`config.mk`:
```
export PLATFORM = sky130hd
export DESIGN_NAME = morse_key_decoder_flat
export DESIGN_NICKNAME = d
export VERILOG_FILES = /design/src/rtl/morse_key_decoder_if.sv /design/src/rtl/morse_key_decoder.sv /design/src/flat_wrapper.sv
export SDC_FILE = /design/constraint.sdc
export NUM_CORES = 1
export LEC_CHECK = 0
export BUFFER_PORTS_ARGS = -buffer_cell sky130_fd_sc_hd__buf_2
export CELL_PAD_IN_SITES_DETAIL_PLACEMENT = 0
export CELL_PAD_IN_SITES_GLOBAL_PLACEMENT = 1
export CORE_AREA = 2 2 92 94
export DETAILED_ROUTE_END_ITERATION = 6
export DIE_AREA = 0 0 94 96
export GPL_ROUTABILITY_DRIVEN = 0
export PLACE_DENSITY = 0.61
export SLEW_MARGIN = 20
export SYNTH_ARGS = -nofsm -noshare
export SYNTH_HDL_FRONTEND = slang
export SYNTH_SLANG_ARGS = --single-unit
```
`constraint.sdc`:
```
create_clock -name clk_i -period 6.03 [get_ports clk_i]
set_clock_uncertainty 0.2 [all_clocks]
set_input_delay 0.3015 -clock clk_i [delete_from_list [all_inputs] [get_ports clk_i]]
set_output_delay 0.3015 -clock clk_i [all_outputs]
set_load 0.005 [all_outputs]
```
`src/rtl/morse_key_decoder_if.sv`:
```
// Letter-side bundle of the Morse key decoder: raw key line in, decoded letter
// index with valid/error pulses and a busy flag out.
interface morse_key_decoder_if;
   logic       key_i;
   logic [4:0] letter_o;
   logic       valid_o;
   logic       error_o;
   logic       busy_o;

   // master = decoder side, slave = key source / letter consumer side
   modport master (
      input  key_i,
      output letter_o,
      output valid_o,
      output error_o,
      output busy_o
   );

   modport slave (
      output key_i,
      input  letter_o,
      input  valid_o,
      input  error_o,
      input  busy_o
   );
endinterface

```
`src/rtl/morse_key_decoder.sv`:
```
// Morse receiver: times marks/spaces on a synchronised key line, collects up to
// four dot/dash symbols and decodes each character to letter index A=0..Z=25.
// Optional MORSE_GLITCH_FILTER_EN drops marks shorter than half a time unit.
module morse_key_decoder #(
   parameter int UNIT_CYCLES = 4,
   parameter int CNT_W       = 16
) (
   input  logic                  clk_i,
   input  logic                  rst_i,
   morse_key_decoder_if.master   bus
);

   typedef enum logic [1:0] {
      IDLE  = 2'd0,
      MARK  = 2'd1,
      SPACE = 2'd2
   } state_t;

   localparam logic [CNT_W-1:0] DASH_MIN = CNT_W'(2 * UNIT_CYCLES);
   localparam logic [CNT_W-1:0] GAP_LAST = CNT_W'(3 * UNIT_CYCLES - 1);
   localparam logic [CNT_W-1:0] CNT_MAX  = {CNT_W{1'b1}};
   localparam logic [CNT_W-1:0] CNT_ONE  = CNT_W'(1);

   state_t           state_reg;
   logic [CNT_W-1:0] cnt_reg;
   logic             key_meta_reg;
   logic             k_s_reg;
   logic [3:0]       pat_reg;
   logic [2:0]       len_reg;
   logic             ovf_reg;
   logic [4:0]       letter_reg;
   logic             valid_reg;
   logic             error_reg;
   logic             busy_reg;

   logic             is_dash;
   logic             glitch_mark;
   logic [25:0]      match;
   logic             match_any;
   logic [4:0]       match_idx;

   // {len, pat} for each letter; pat holds the symbols right-aligned, dash = 1
   function automatic logic [6:0] code_of(input int idx);
      logic [6:0] code;
      case (idx)
         0:  code = 7'b010_0001;
         1:  code = 7'b100_1000;
         2:  code = 7'b100_1010;
         3:  code = 7'b011_0100;
         4:  code = 7'b001_0000;
         5:  code = 7'b100_0010;
         6:  code = 7'b011_0110;
         7:  code = 7'b100_0000;
         8:  code = 7'b010_0000;
         9:  code = 7'b100_0111;
         10: code = 7'b011_0101;
         11: code = 7'b100_0100;
         12: code = 7'b010_0011;
         13: code = 7'b010_0010;
         14: code = 7'b011_0111;
         15: code = 7'b100_0110;
         16: code = 7'b100_1101;
         17: code = 7'b011_0010;
         18: code = 7'b011_0000;
         19: code = 7'b001_0001;
         20: code = 7'b011_0001;
         21: code = 7'b100_0001;
         22: code = 7'b011_0011;
         23: code = 7'b100_1001;
         24: code = 7'b100_1011;
         25: code = 7'b100_1100;
         default: code = 7'b000_0000;
      endcase
      return code;
   endfunction

   generate
      for (genvar gi = 0; gi < 26; gi++) begin : g_match
         assign match[gi] = ({len_reg, pat_reg} == code_of(gi));
      end
   endgenerate

   always_comb begin
      match_any = 1'b0;
      match_idx = 5'd0;
      for (int i = 0; i < 26; i++) begin
         if (match[i]) begin
            match_any = 1'b1;
            match_idx = 5'(i);
         end
      end
   end

   assign is_dash = (cnt_reg >= DASH_MIN);

`ifdef MORSE_GLITCH_FILTER_EN
   localparam logic [CNT_W-1:0] GLITCH_MIN =
      CNT_W'((UNIT_CYCLES / 2 < 1) ? 1 : UNIT_CYCLES / 2);
   assign glitch_mark = (cnt_reg < GLITCH_MIN);
`else
   assign glitch_mark = 1'b0;
`endif

   always_ff @(posedge clk_i or posedge rst_i) begin
      if (rst_i) begin
         state_reg    <= IDLE;
         cnt_reg      <= '0;
         key_meta_reg <= 1'b0;
         k_s_reg      <= 1'b0;
         pat_reg      <= '0;
         len_reg      <= '0;
         ovf_reg      <= 1'b0;
         letter_reg   <= '0;
         valid_reg    <= 1'b0;
         error_reg    <= 1'b0;
         busy_reg     <= 1'b0;
      end else begin
         key_meta_reg <= bus.key_i;
         k_s_reg      <= key_meta_reg;
         valid_reg    <= 1'b0;
         error_reg    <= 1'b0;

         case (state_reg)
            IDLE: begin
               cnt_reg <= '0;
               if (k_s_reg) begin
                  state_reg <= MARK;
                  cnt_reg   <= CNT_ONE;
                  busy_reg  <= 1'b1;
               end
            end

            MARK: begin
               if (k_s_reg) begin
                  if (cnt_reg != CNT_MAX) cnt_reg <= cnt_reg + CNT_ONE;
               end else if (glitch_mark && (len_reg == 3'd0)) begin
                  state_reg <= IDLE;
                  cnt_reg   <= '0;
                  busy_reg  <= 1'b0;
               end else begin
                  // this low sample is the first of the following space
                  state_reg <= SPACE;
                  cnt_reg   <= CNT_ONE;
                  if (!glitch_mark) begin
                     if (len_reg < 3'd4) begin
                        pat_reg <= {pat_reg[2:0], is_dash};
                        len_reg <= len_reg + 3'd1;
                     end else begin
                        ovf_reg <= 1'b1;
                     end
                  end
               end
            end

            SPACE: begin
               if (k_s_reg) begin
                  state_reg <= MARK;
                  cnt_reg   <= CNT_ONE;
               end else if (cnt_reg == GAP_LAST) begin
                  if (match_any && !ovf_reg) begin
                     letter_reg <= match_idx;
                     valid_reg  <= 1'b1;
                  end else begin
                     error_reg  <= 1'b1;
                  end
                  state_reg <= IDLE;
                  cnt_reg   <= '0;
                  pat_reg   <= '0;
                  len_reg   <= '0;
                  ovf_reg   <= 1'b0;
                  busy_reg  <= 1'b0;
               end else begin
                  cnt_reg <= cnt_reg + CNT_ONE;
               end
            end

            default: begin
               state_reg <= IDLE;
               cnt_reg   <= '0;
               busy_reg  <= 1'b0;
            end
         endcase
      end
   end

   assign bus.letter_o = letter_reg;
   assign bus.valid_o  = valid_reg;
   assign bus.error_o  = error_reg;
   assign bus.busy_o   = busy_reg;

endmodule

```
`src/flat_wrapper.sv`:
```
// flat-port wrapper written by rule: the top's interface ports become plain ports
module morse_key_decoder_flat 
#(
   parameter int UNIT_CYCLES = 4,
   parameter int CNT_W       = 16
)
  (clk_i, rst_i, bus_key_i, bus_letter_o, bus_valid_o, bus_error_o, bus_busy_o);
  morse_key_decoder_if bus_i ();
  input  logic clk_i;
  input  logic rst_i;
  input wire logic [$bits(bus_i.key_i)-1:0] bus_key_i;
  output wire logic [$bits(bus_i.letter_o)-1:0] bus_letter_o;
  output wire logic [$bits(bus_i.valid_o)-1:0] bus_valid_o;
  output wire logic [$bits(bus_i.error_o)-1:0] bus_error_o;
  output wire logic [$bits(bus_i.busy_o)-1:0] bus_busy_o;
  assign bus_i.key_i = bus_key_i;
  assign bus_letter_o = bus_i.letter_o;
  assign bus_valid_o = bus_i.valid_o;
  assign bus_error_o = bus_i.error_o;
  assign bus_busy_o = bus_i.busy_o;
  morse_key_decoder #(.UNIT_CYCLES(UNIT_CYCLES), .CNT_W(CNT_W)) u_core (.clk_i(clk_i), .rst_i(rst_i), .bus(bus_i));
endmodule
```
==> flow_metrics.py <==
metrics = {
    "outcome": {
        "status": "finished clean",
    },
    "drt": {
        "vias_per_cell": 4.98,
        "drc": 0,
        "wire_per_inst_um": 13.9,
        "vias": 1824,
        "routed_wl_um": 5100,
        "drt_iter0_drc": 56,
        "dr.pass1.iters": 4,
        "antenna_left": 0,
    },
    "die": {
        "rows": 33,
        "die_area_sq_um": 9020,
        "ioPinCount": 11,
        "fp.dieW_um": 94,
        "core_sq_um": 8050,
        "start_util": 0.293,
        "die_h_um": 96,
    },
    "logic_synthesis": {
        "synth_fp_nets": 264,
        "synth.lib_cells_used.distinct": 62,
        "synth-edff-count": 0,
        "syn_area_sq_um": 2360,
        "async_flop_share": 1.00,
        "synth_area_leaders": "dfrtp_1, nor2_1, xnor2_1",
        "yosysSeqAreaShare": 0.382,
        "ys.flop_type": "dfrtp_1",
        "ys_ff_latch": 36,
        "synth_top_area_share": 0.382,
        "synth_top_area_cell": "dfrtp_1",
        "synthesis.instances": 254,
        "yosys_warnings": 0,
        "avgSynthCellArea_sq_um": 9.29,
    },
    "clocking": {
        "worst_setup_hold_path_clk_slew_ns": 0.07,
        "cts_tree": "built",
        "htree_levels": 2,
        "ctsRootBufferMaster": "clkbuf_8",
        "clock-sinks": 36,
        "clk_path_buf_depth": 2,
        "cts_setup_buffers": 0,
        "cts_buffers": 5,
        "clk_latency_ns": 0.28,
    },
    "hold_path": {
        "hold_path_class": "reg -> reg",
        "hp-start": "u_core.key_meta_reg",
        "holdPathStages": 0,
        "whs_endpoint": "u_core.k_s_reg",
    },
    "timing": {
        "hold_ws_ns": 0.157,
        "max-slew-margin-rel": 0.528,
        "slew_viol_final": 0,
        "worstMarginPinSlew_ns": 0.707,
        "hold_viol_final": 0,
        "postLayoutSetupSlackWorst_ns": 3.52,
        "post-route-min-period_ns": 2.51,
        "timing.fmax_mhz": 399,
        "finalSetupTns_ns": 0,
        "rsz0062_at_grt": "no",
        "setup_viol": 0,
        "fin_crit_sh": 0.416,
    },
    "critical_path": {
        "startpoint_type": "register",
        "crit_arrival_ns": 2.48,
        "crit_fanout": 10,
        "r2r_start": "u_core.len_reg[2]",
        "cp.required_ns": 6.00,
        "timing.rr.end": "u_core.bus.letter_o[1]",
        "ff2ff_setup_slack_ns": 3.52,
        "endpoint_kind": "register",
        "reg2regPathDepth": 7,
        "critical_path_class": "reg -> reg",
    },
    "finish": {
        "final_common_cell": "dfrtp_1",
        "synthToLayoutAreaGrowth_pct": 8.65,
        "fin_nets": 271,
        "final_cell_mix": "dfrtp_1, nor2_1, nand2_1",
        "fin_util": 0.318,
        "drive_gt1_frac": 0.130,
        "final_cells": 366,
        "fillers": 875,
        "antenna_cells": 0,
        "largest_register_ffs": 16,
    },
    "global_routing": {
        "grt_pass1_vias": 1828,
        "overflow": 0,
        "antenna_found_initial": 0,
        "grt_pass1_wl_um": 8850,
        "grt_max_degree": 37,
        "grtUsageTotal": 0.123,
    },
    "power_and_ir_drop": {
        "powerDensity_nw_per_um2": 237,
        "p_leak_uw": 0.00106,
        "vdd_drop_max_mv": 0.0897,
    },
    "placement": {
        "numPortBuffers": 10,
        "post-place-ws_ns": 3.53,
        "dp_hpwl_um": 3560,
        "dp_cells": 357,
    },
    "run": {
        "maxCapViolCount": 0,
    },
}
layer usage:
layer  track usage  vias up  share of wire
li1              -      935              -
met1         0.165      879           0.51
met2         0.207        8           0.47
met3        0.0258        2          0.015
met4        0.0217        0         0.0029
met5             0        -              0
per-stage QoR:
step	area [sq um]	total power, uW
after floorplan	2360	416
after CTS	2560	619
after global placement	2460	449
after global routing	2560	648
after detailed placement	2460	449
final	2560	606
worst max path at each step:
stage / from / endpoint / slack, ns
2_1_floorplan: u_core.len_reg[0] / u_core.bus.letter_o[0] / 3.72
3_3_place_gp: u_core.len_reg[2] / u_core.bus.letter_o[3] / 3.58
3_5_place_dp: u_core.len_reg[2] / u_core.bus.letter_o[3] / 3.53
4_1_cts: u_core.len_reg[2] / u_core.bus.letter_o[1] / 3.52
5_1_grt: u_core.len_reg[2] / u_core.bus.letter_o[1] / 3.35
6_report: u_core.len_reg[2] / u_core.bus.letter_o[1] / 3.52
critical path, stage by stage (launching register included):
cell and delay, ns:
dfrtp_1 0.52, inv_1 0.11, ha_1 0.28, nand2b_1 0.19, o21ai_0 0.11, a21o_1 0.23
o311a_1 0.42, mux2_4 0.33
kinds of logic after synthesis:
logic type | Yosys count | share of synthesized area
XOR/XNOR | 11 | 0.0408
AO/OA/AOI/OAI | 50 | 0.155
multiplexers | 5 | 0.0302
AND/OR/NAND/NOR | 122 | 0.301
adder cells (fa/ha/maj) | 8 | 0.0414
buffers and inverters | 22 | 0.0493
flip-flops | 36 | 0.382
area by class of cell:
cell class / count / area, sq um / share of cell area
Sequential cell: 36 / 901 / 0.352
Tap cell: 105 / 131 / 0.0513
Timing Repair Buffer: 13 / 77.6 / 0.0303
Clock buffer: 6 / 72.6 / 0.0283
Clock inverter: 1 / 5.00 / 0.00195
Multi-Input combinational cell: 196 / 1340 / 0.523
Inverter: 9 / 33.8 / 0.0132
Yosys cell counts, types with 2 or more instances:
master and n:
and3_1 7, a22o_1 4, nor3b_1 4, buf_6 2, nand4_1 6, o22ai_1 4
and3b_1 2, nand2_1 20, dfrtp_1 36, nand4b_1 2, a211oi_1 6, nor3_1 7
and2_1 5, a21oi_1 6, and4_1 3, nor2_1 26, ha_1 7, nor2b_1 2
xnor2_1 11, nor4b_1 2, o32ai_1 2, o21a_1 4, buf_4 3, nand3_1 10
nand3b_1 2, nor4_1 3, o21ai_0 8, buf_2 6, nand2b_1 8, mux2_4 4
inv_1 9, o31ai_1 2, o311a_1 2
timing repair:
action / in CTS / in global routing
hold buffers: 2 / 0
gates resized for setup: 0 / 0
endpoints found under the hold margin: 37 / 0
power breakdown:
part | leakage, uW | switching (uW) | internal [uW] | total, uW
sequential | 0.000483 | 19.5 | 258 | 277
combinational | 0.000531 | 89.6 | 77.0 | 167
clock | 0.0000410 | 83.7 | 78.6 | 162
total | 0.00106 | 193 | 413 | 606
Note: power is estimated with default switching activity, not from simulation.
